File: src/rtl/debug_program_loader_pkg.sv
// Shared constants, state encoding and helpers for the debug program loader.
package debug_program_loader_pkg;

   // Instruction width; the byte packer is built for exactly four bytes.
   localparam int unsigned NbData    = 32;
   // Default instruction-memory address width.
   localparam int unsigned AddrWidth = 10;
   // Opcode field [31:26] of the last instruction in a program.
   localparam logic [5:0]  HaltOp    = 6'b111111;

   typedef enum logic [2:0] {
      StIdle,
      StRecv,
      StSetup,
      StWrite,
      StHold,
      StFinish,
      StDone,
      StError
   } state_e;

   // True when the word carries the halt opcode.
   function automatic logic is_halt(input logic [31:0] word, input logic [5:0] op);
      return word[31:26] == op;
   endfunction

endpackage

File: src/rtl/debug_program_loader_byte_word_packer.sv
// Packs a byte stream MSB-first into 32-bit words. The completed word and its
// valid flag are combinational so the caller can register them on the 4th byte.
module debug_program_loader_byte_word_packer (
   input  logic        clock,
   input  logic        i_reset,
   input  logic        i_clear,
   input  logic        i_valid,
   input  logic [7:0]  i_byte,
   output logic [31:0] o_word,
   output logic        o_word_valid
);

   // Only the first three bytes need storage; the 4th is taken straight from i_byte.
   logic [23:0] shift_q, shift_d;
   logic [1:0]  count_q, count_d;

   // Next-state for the shift register and byte counter; clear beats a byte.
   always_comb begin
      shift_d = shift_q;
      count_d = count_q;
      if (i_clear) begin
         shift_d = '0;
         count_d = '0;
      end else if (i_valid) begin
         shift_d = {shift_q[15:0], i_byte};
         count_d = count_q + 2'd1;  // wraps to 0 after the 4th byte
      end
   end

   // Packer state registers.
   always_ff @(posedge clock) begin
      if (i_reset) begin
         shift_q <= '0;
         count_q <= '0;
      end else begin
         shift_q <= shift_d;
         count_q <= count_d;
      end
   end

   // Word completes on the 4th accepted byte.
   always_comb begin
      o_word       = {shift_q, i_byte};
      o_word_valid = i_valid && !i_clear && (count_q == 2'd3);
   end

endmodule

File: src/rtl/debug_program_loader.sv
// Debug-unit program loader: packs UART bytes into instructions, writes them
// into instruction memory one at a time, then releases the pipeline after the
// halt instruction has been written.
module debug_program_loader
   import debug_program_loader_pkg::*;
#(
   parameter int unsigned NB_DATA = NbData,
   parameter int unsigned NB_ADDR = AddrWidth,
   parameter logic [5:0]  HALT_OP = HaltOp
) (
   input  logic               clock,
   input  logic               i_reset,
   input  logic               i_start,
   input  logic [7:0]         i_rx_data,
   input  logic               i_rx_valid,
   output logic               o_debug_unit,
   output logic [NB_DATA-1:0] o_inst_load,
   output logic [NB_ADDR-1:0] o_addr_inst_load,
   output logic               o_en_write,
   output logic               o_enable_pipe,
   output logic               o_en_read,
   output logic               o_done,
   output logic               o_overrun,
   output logic               o_overflow
);

   localparam logic [NB_ADDR-1:0] AddrOne = {{(NB_ADDR-1){1'b0}}, 1'b1};

   state_e state_q, state_d;

   logic               debug_unit_q, debug_unit_d;
   logic [NB_DATA-1:0] inst_load_q, inst_load_d;
   logic [NB_ADDR-1:0] addr_q, addr_d;
   logic               en_write_q, en_write_d;
   logic               run_q, run_d;
   logic               overrun_q, overrun_d;
   logic               overflow_q, overflow_d;

   logic        pack_valid;
   logic [31:0] pack_word;
   logic        pack_word_valid;
   logic        word_is_halt;
   logic        addr_at_max;
   logic        late_byte;

   // Bytes are only accepted while receiving; a restart discards a partial word.
   assign pack_valid = i_rx_valid && (state_q == StRecv);

   debug_program_loader_byte_word_packer u_packer (
      .clock        (clock),
      .i_reset      (i_reset),
      .i_clear      (i_start),
      .i_valid      (pack_valid),
      .i_byte       (i_rx_data),
      .o_word       (pack_word),
      .o_word_valid (pack_word_valid)
   );

   assign word_is_halt = is_halt(inst_load_q, HALT_OP);
   assign addr_at_max  = &addr_q;
   // A byte arriving while a word is still being written out is lost.
   assign late_byte    = i_rx_valid &&
                         (state_q inside {StSetup, StWrite, StHold, StFinish});

   // FSM state register.
   always_ff @(posedge clock) begin
      if (i_reset) begin
         state_q <= StIdle;
      end else begin
         state_q <= state_d;
      end
   end

   // FSM next-state; i_start restarts the load from any state.
   always_comb begin
      state_d = state_q;
      if (i_start) begin
         state_d = StRecv;
      end else begin
         unique case (state_q)
            StIdle:   state_d = StIdle;
            StRecv:   if (pack_word_valid) state_d = StSetup;
            StSetup:  state_d = StWrite;
            StWrite:  state_d = StHold;
            StHold: begin
               if (word_is_halt) begin
                  state_d = StFinish;
               end else if (addr_at_max) begin
                  state_d = StError;
               end else begin
                  state_d = StRecv;
               end
            end
            StFinish: state_d = StDone;
            StDone:   state_d = StDone;
            StError:  state_d = StError;
         endcase
      end
   end

   // Output/datapath next values; outputs follow the state being entered.
   always_comb begin
      debug_unit_d = state_d inside {StRecv, StSetup, StWrite, StHold};
      en_write_d   = (state_d == StWrite);
      run_d        = (state_d == StDone);

      inst_load_d = inst_load_q;
      if (i_start) begin
         inst_load_d = '0;
      end else if ((state_q == StRecv) && pack_word_valid) begin
         inst_load_d = pack_word;
      end else if (state_q == StHold) begin
         inst_load_d = '0;
      end

      // Address advances when leaving HOLD for the next word or for FINISH.
      addr_d = addr_q;
      if (i_start) begin
         addr_d = '0;
      end else if ((state_q == StHold) && (state_d inside {StRecv, StFinish})) begin
         addr_d = addr_q + AddrOne;
      end

      overrun_d = overrun_q;
      if (i_start) begin
         overrun_d = 1'b0;
      end else if (late_byte) begin
         overrun_d = 1'b1;
      end

      overflow_d = overflow_q;
      if (i_start) begin
         overflow_d = 1'b0;
      end else if ((state_q == StHold) && (state_d == StError)) begin
         overflow_d = 1'b1;
      end
   end

   // Output and datapath registers.
   always_ff @(posedge clock) begin
      if (i_reset) begin
         debug_unit_q <= 1'b0;
         inst_load_q  <= '0;
         addr_q       <= '0;
         en_write_q   <= 1'b0;
         run_q        <= 1'b0;
         overrun_q    <= 1'b0;
         overflow_q   <= 1'b0;
      end else begin
         debug_unit_q <= debug_unit_d;
         inst_load_q  <= inst_load_d;
         addr_q       <= addr_d;
         en_write_q   <= en_write_d;
         run_q        <= run_d;
         overrun_q    <= overrun_d;
         overflow_q   <= overflow_d;
      end
   end

   assign o_debug_unit     = debug_unit_q;
   assign o_inst_load      = inst_load_q;
   assign o_addr_inst_load = addr_q;
   assign o_en_write       = en_write_q;
   assign o_enable_pipe    = run_q;
   assign o_en_read        = run_q;
   assign o_done           = run_q;
   assign o_overrun        = overrun_q;
   assign o_overflow       = overflow_q;

endmodule

File: config.mk
export PLATFORM = sky130hd
export DESIGN_NAME = debug_program_loader
export DESIGN_NICKNAME = d
export VERILOG_FILES = /design/src/rtl/debug_program_loader_pkg.sv /design/src/rtl/debug_program_loader_byte_word_packer.sv /design/src/rtl/debug_program_loader.sv
export SDC_FILE = /design/constraint.sdc
export NUM_CORES = 1
export LEC_CHECK = 0
export CORE_UTILIZATION = 45
export CTS_BUF_LIST = sky130_fd_sc_hd__clkbuf_8
export CTS_CLUSTER_SIZE = 30
export DETAILED_ROUTE_END_ITERATION = 8
export PLACE_DENSITY_LB_ADDON = 0.12
export SKIP_LAST_GASP = 1
export SYNTH_ARGS = -nofsm -noshare
export SYNTH_HDL_FRONTEND = slang
export SYNTH_SLANG_ARGS = --single-unit
File: constraint.sdc
create_clock -name clock -period 4.05 [get_ports clock]
set_input_delay 0.6075 -clock clock [delete_from_list [all_inputs] [get_ports clock]]
set_output_delay 0.6075 -clock clock [all_outputs]
set_load 0.01 [all_outputs]
==> flow_summary_export.csv <==
group,metric,value,unit
setup_path,cp-end-kind,"register",
logic_synthesis,ys.warnings.count,0,
logic_synthesis,synthMuxAreaShare,0.00334,
die,start_util,0.469,
cts,cts_sinks,76,
logic_synthesis,synth_cell_types,40,
global_routing,antenna_found_initial,0,
cts,cts_hold_buf,0,
logic_synthesis,synth.area.top_cells,"dfxtp_1 (51%), nand2_1 (12%), a21oi_1 (12%)",
logic_synthesis,ys_seq_area_frac,0.508,
finish,diodes,0,
drt,vias_per_cell,5.34,
logic_synthesis,synth_compound_area_frac,0.164,
logic_synthesis,synth-xor-area-share,0.00584,
drt,vias,2677,
place,portBuffers,60,
pwr,p_leak,1.21,nW
sta,maxSlewViolCount,0,
drt,drtIter0Drc,150,
cts,numCtsBuffers,9,
sta,period_share,0.577,
sta,setup_slack,1.71,ns
die,die_y,83.6,µm
place,dpl_worst_slack,1.39,ns
logic_synthesis,synthSimpleGateAreaFrac,0.258,
logic_synthesis,synth.ff_latch_count,76,
sta,rsz0062_at_grt,"no",
setup_path,r2r_setup_slack,1.93,ns
cts,postCtsSetupBuffers,0,
logic_synthesis,synthDominantCellAreaShare,0.508,
cts,cts_buffer_depth,2,
global_routing,grt_pass1_vias,2389,
logic_synthesis,yosys.area.top_type,"dfxtp_1",
cts,path_clk_slew,0.08,ns
sta,timing.max_slew.rel_slack,0.363,
finish,drive_gt1_frac,0.0613,
sta,clock.fmax,0.428,GHz
drt,wl_per_cell,13.6,µm
die,fp-row-count,29,
pwr,vdd_drop_max,0.231,mV
die,die_w,83.6,µm
cts,root_buffer,"clkbuf_8",
drt,firstDrtPassIters,4,
global_routing,grt_overflow,0,
finish,fill_cells,578,
logic_synthesis,synth_nets,387,
die,core,6390,µm²
finish,syn2layout_area_growth,26.3,%
sta,fin_hold_ws,0.456,ns
global_routing,grt_pass1_wl,11400,µm
run,cap_viol_max_count,0,
logic_synthesis,syn_area,3000,µm²
cts,cts_resized,0,
finish,fin_nets,433,
logic_synthesis,syn_area_per_cell,8.04,µm²
finish,final_util,0.593,
drt,wl,6790,µm
outcome,status,"completed",
sta,setup_viol,0,
cts,clock_latency,0.34,ns
setup_path,crit_fanout,20,
cts,cts_tree,"yes",
die,ios,61,
global_routing,track_usage,0.201,
setup_path,critical_path_class,"input pin to register",
drt,ant_nets,0,
pwr,power_density,364,nW/µm²
worst_hold_path,hp-class,"register to register",
sta,worst_slew_pin_slew,0.953,ns
sta,fin_tns_setup,0,ns
setup_path,required,4.31,ns
sta,clock_skew,0.00638,ns
logic_synthesis,synthAdderAreaFrac,0.00835,
global_routing,grt_max_degree,45,
die,die_area,6990,µm²
sta,hold_violations,0,
logic_synthesis,synth_top_family_by_area,"simple AND/OR/NAND/NOR gates",
drt,route.detailed.drc,0,
cts,cts_max_level,3,
setup_path,cp.arrival,2.59,ns
setup_path,critPathLaunchType,"input pin",
place,gp_congestion,0.853,
place,hpwl,4260,µm
logic_synthesis,synth_cells,373,
sta,min_period,2.34,ns
-- final cells by class --
type / count / area [µm²] / share of cell area
inverter: 3 / 11.3 / 0.00297
timing repair buffer: 66 / 646 / 0.171
clock inverter: 6 / 56.3 / 0.0149
clock buffer: 10 / 138 / 0.0364
multi-input combinational: 263 / 1320 / 0.348
sequential: 76 / 1520 / 0.402
tap: 77 / 96.3 / 0.0254
-- cell families after synthesis --
logic type | count (synthesis)
compound gates | 89
xor+xnor | 2
fa+ha+maj | 2
buf+inv | 34
flops | 76
mux | 1
simple gates | 169
-- registers in the layout (all words and copies together) (netlist names) --
register and cells:
o_en_write 1, o_inst_load 32, state_q 3, o_addr_inst_load 10, o_overflow 1, o_overrun 1
o_debug_unit 1, u_packer.count_q 2, u_packer.shift_q 24, o_done 1
-- metal layers --
layer	GRT usage	up-vias	wire length, µm
met3	0.0534	4	339
li1	-	1368	-
met4	0.0832	0	65
met1	0.262	1239	3340
met5	0	-	0
met2	0.316	66	3040
-- final timing paths --
check	from	to	cells past startpoint
setup / recovery	i_start	o_addr_inst_load[9]	6
hold / removal	u_packer.shift_q[16]	o_inst_load[24]	2
setup reg to reg	o_addr_inst_load[0]	o_addr_inst_load[9]	6
hold reg to reg	u_packer.shift_q[16]	o_inst_load[24]	2
-- worst max-delay path, stage by stage --
cell and delay (ns):
clkdlybuf4s50_1 0.53, nor4bb_1 0.31, o22ai_1 0.16, o22ai_2 0.60, o21ai_0 0.21, a21oi_1 0.17
-- Yosys cell counts, drive strengths merged --
library cell	instances
nand2	93
dfxtp	76
a21oi	69
nand3	38
clkbuf	17
buf	14
nor2	10
or3	10
o21ai	6
o31ai	4
and3	3
inv	3
nand4	3
ha	2
nand2b	2
nor3	2
nor4	2
o211ai	2
o22ai	2
or4	2
a211o	1
a21o	1
a31oi	1
mux2i	1
nor2b	1
nor3b	1
nor4bb	1
o21a	1
o31a	1
o41ai	1
or2	1
xnor2	1
xor2	1
-- cells in the final DEF, fill, tap and decap left out, types with 2 or more instances in the layout --
cell type        count
a21oi_1             69
and3_1               3
buf_4                6
clkbuf_8            10
clkdlybuf4s50_1     60
clkinv_2             2
dfxtp_1             76
ha_1                 2
inv_1                5
nand2_1             93
nand2b_1             2
nand3_1             38
nand4_1              2
nor2_1              10
nor3_1               2
nor4_1               2
o21ai_0              6
o31ai_1              4
or3_1                9
or4_1                2
-- stage by stage --
| stage | std cells | cell area, µm² | power [mW] |
|---|---|---|---|
| 2_1_floorplan | 373 | 3000 | 0.807 |
| 3_3_place_gp | 485 | 3590 | 0.830 |
| 3_5_place_dp | 485 | 3590 | 0.830 |
| 4_1_cts | 501 | 3790 | 1.39 |
| 5_1_grt | 501 | 3790 | 1.44 |
| 6_report | 501 | 3790 | 1.38 |
-- power breakdown --
group	leakage [nW]	switching (mW)	internal, mW
Sequential	0.613	0.00438	0.750
Combinational	0.486	0.0352	0.0219
Clock	0.109	0.270	0.296
Total	1.21	0.309	1.07
Power figures use the tool's default switching activity.
==> edit (same flow settings) <==
`addr_q` no longer has a reset.
--- a/src/rtl/debug_program_loader.sv
+++ b/src/rtl/debug_program_loader.sv
@@ -143,3 +143,2 @@
          inst_load_q  <= '0;
-         addr_q       <= '0;
          en_write_q   <= 1'b0;
@@ -151,3 +150,2 @@
          inst_load_q  <= inst_load_d;
-         addr_q       <= addr_d;
          en_write_q   <= en_write_d;
@@ -157,2 +155,6 @@
       end
+   end
+
+   always_ff @(posedge clock) begin
+      addr_q <= addr_d;
    end
Behaviour: differs if i_reset is asserted again (counterexample within 10 cycles, from zero or initial values and one cycle with i_reset high); with i_reset held inactive, the same outputs for 10 cycles.
==> edit against the unedited design <==
The flow now finishes with violations (DRC). Synthesized cell count is the same. Design area up 1.5%. Area after synthesis grew 1.6%. Sequential cell count unchanged. First-iteration DRC count increased by 13%. Sequential power is essentially flat. Setup slack got worse by 0.22 ns. Total power shrank 3.4%. Wire length down 0.19%.
==> edit: results (changes against the unedited design) <==
Placed design
The placer's final routability congestion estimate came to 0.806 (-5.4%). The minimum setup slack after placement is 1.14 ns (-0.244 ns). The area after detailed placement is 0.00367 sq mm (+2.2%). The detailed-placement wirelength estimate came to 4540 um (+6.6%).

STA
The clock tree skew after final layout is 0.00902 ns (+0.00265 ns). The final critical-path required period came to 2.55 ns (+0.217 ns). The slew at the pin closest to its max-slew limit is 1.05 ns (+0.0932 ns).

Worst setup path
The worst flop-to-flop path startpoint is o_addr_inst_load[1]$_SDFFE_PP0P_. The worst-path maximum fanout is 44 (+120%). The largest delay contributor family on the critical path is buffers and inverters. The master of the slowest instance on the critical path is clkdlybuf4s50_1.

Logic synthesis
The portion of the post-synthesis area used by sequential elements is 0.500 (-0.00792). By area the synthesized netlist is led by dfxtp_1 (50%), nand2_1 (11%), a21oi_1 (11%). Sorting the synthesized cells by how often they occur yields nand2_1 (86), dfxtp_1 (76), a21oi_1 (64).

Finish
The final standard cell area without fillers is 0.00384 sq mm (+1.5%). The fraction of layout instances using a drive strength above 1 came to 0.0736 (+0.0123). The number of nets in the finished design was 432 (-0.23%). The post-route non-filler standard cell count is 498 (-0.60%).

The number of filler instances in the final layout came to 600 (+3.8%).

Global route
The via count of the first global-routing pass is 2,379 (-0.42%). The global-route wire length before repair was 11,500 um (+1.2%). The routing usage on met3 is 0.0570 (+0.00362). The met1 routing resource usage after global routing was 0.265 (+0.00353).

Detailed routing
The detail-routed via count per cell came to 5.42 (+1.4%). The count of unresolved DRC violations after routing is 6 (+6). The iteration count of the initial detailed-routing pass is 6 (+2).

Min path
The endpoint of the worst hold path is o_inst_load[29]$_SDFFE_PP0P_. The launch instance of the worst min-delay path is u_packer.shift_q[21]$_SDFFE_PP0N_.

Run status
The checks that failed: DRC. The flow ran to the end, but the final reports show violations.

Power
The peak supply drop is 0.318 mV (+38%). The internal power came to 1.04 mW (-2.4%). The total net switching power is 0.289 mW (-6.5%). The power share of the clock group is 0.394 (-0.017).
## edit: changes by cell type in the layout (fill, tap and decap cells not counted), sizes merged, moves of 2 or more
cell	delta
nor2b	+9
or3	-9
mux2	+8
nand2	-7
a21oi	-5
nor2	+5
o21ai	-5
a211oi	+4
a311oi	+3
o31ai	-3
o211ai	-2
o22ai	-2
## edit: cells by family (layout without fill, tap and decap cells)
group	after synthesis	count (layout)	share of synthesized area
mux	9	9	0.0329
fa+ha+maj	2	2	0.00822
flops	76	76	0.500
simple gates	170	170	0.261
compound gates	79	79	0.144
xor+xnor	2	2	0.00575
buf+inv	35	83	0.0481
## edit: routing by layer
metal  vias up  routed length [um]
li1       1364                   -
met1      1251                3140
met2        78                3200
met3         6                 367
met4         0                  69
met5         -                   0
## edit: final cells by class
cell class	instances	area share
Multi-Input combinational cell	262	0.362
Clock inverter	5	0.0124
Tap cell	77	0.0251
Sequential cell	76	0.396
Timing Repair Buffer	67	0.170
Inverter	2	0.00195
Clock buffer	9	0.0322
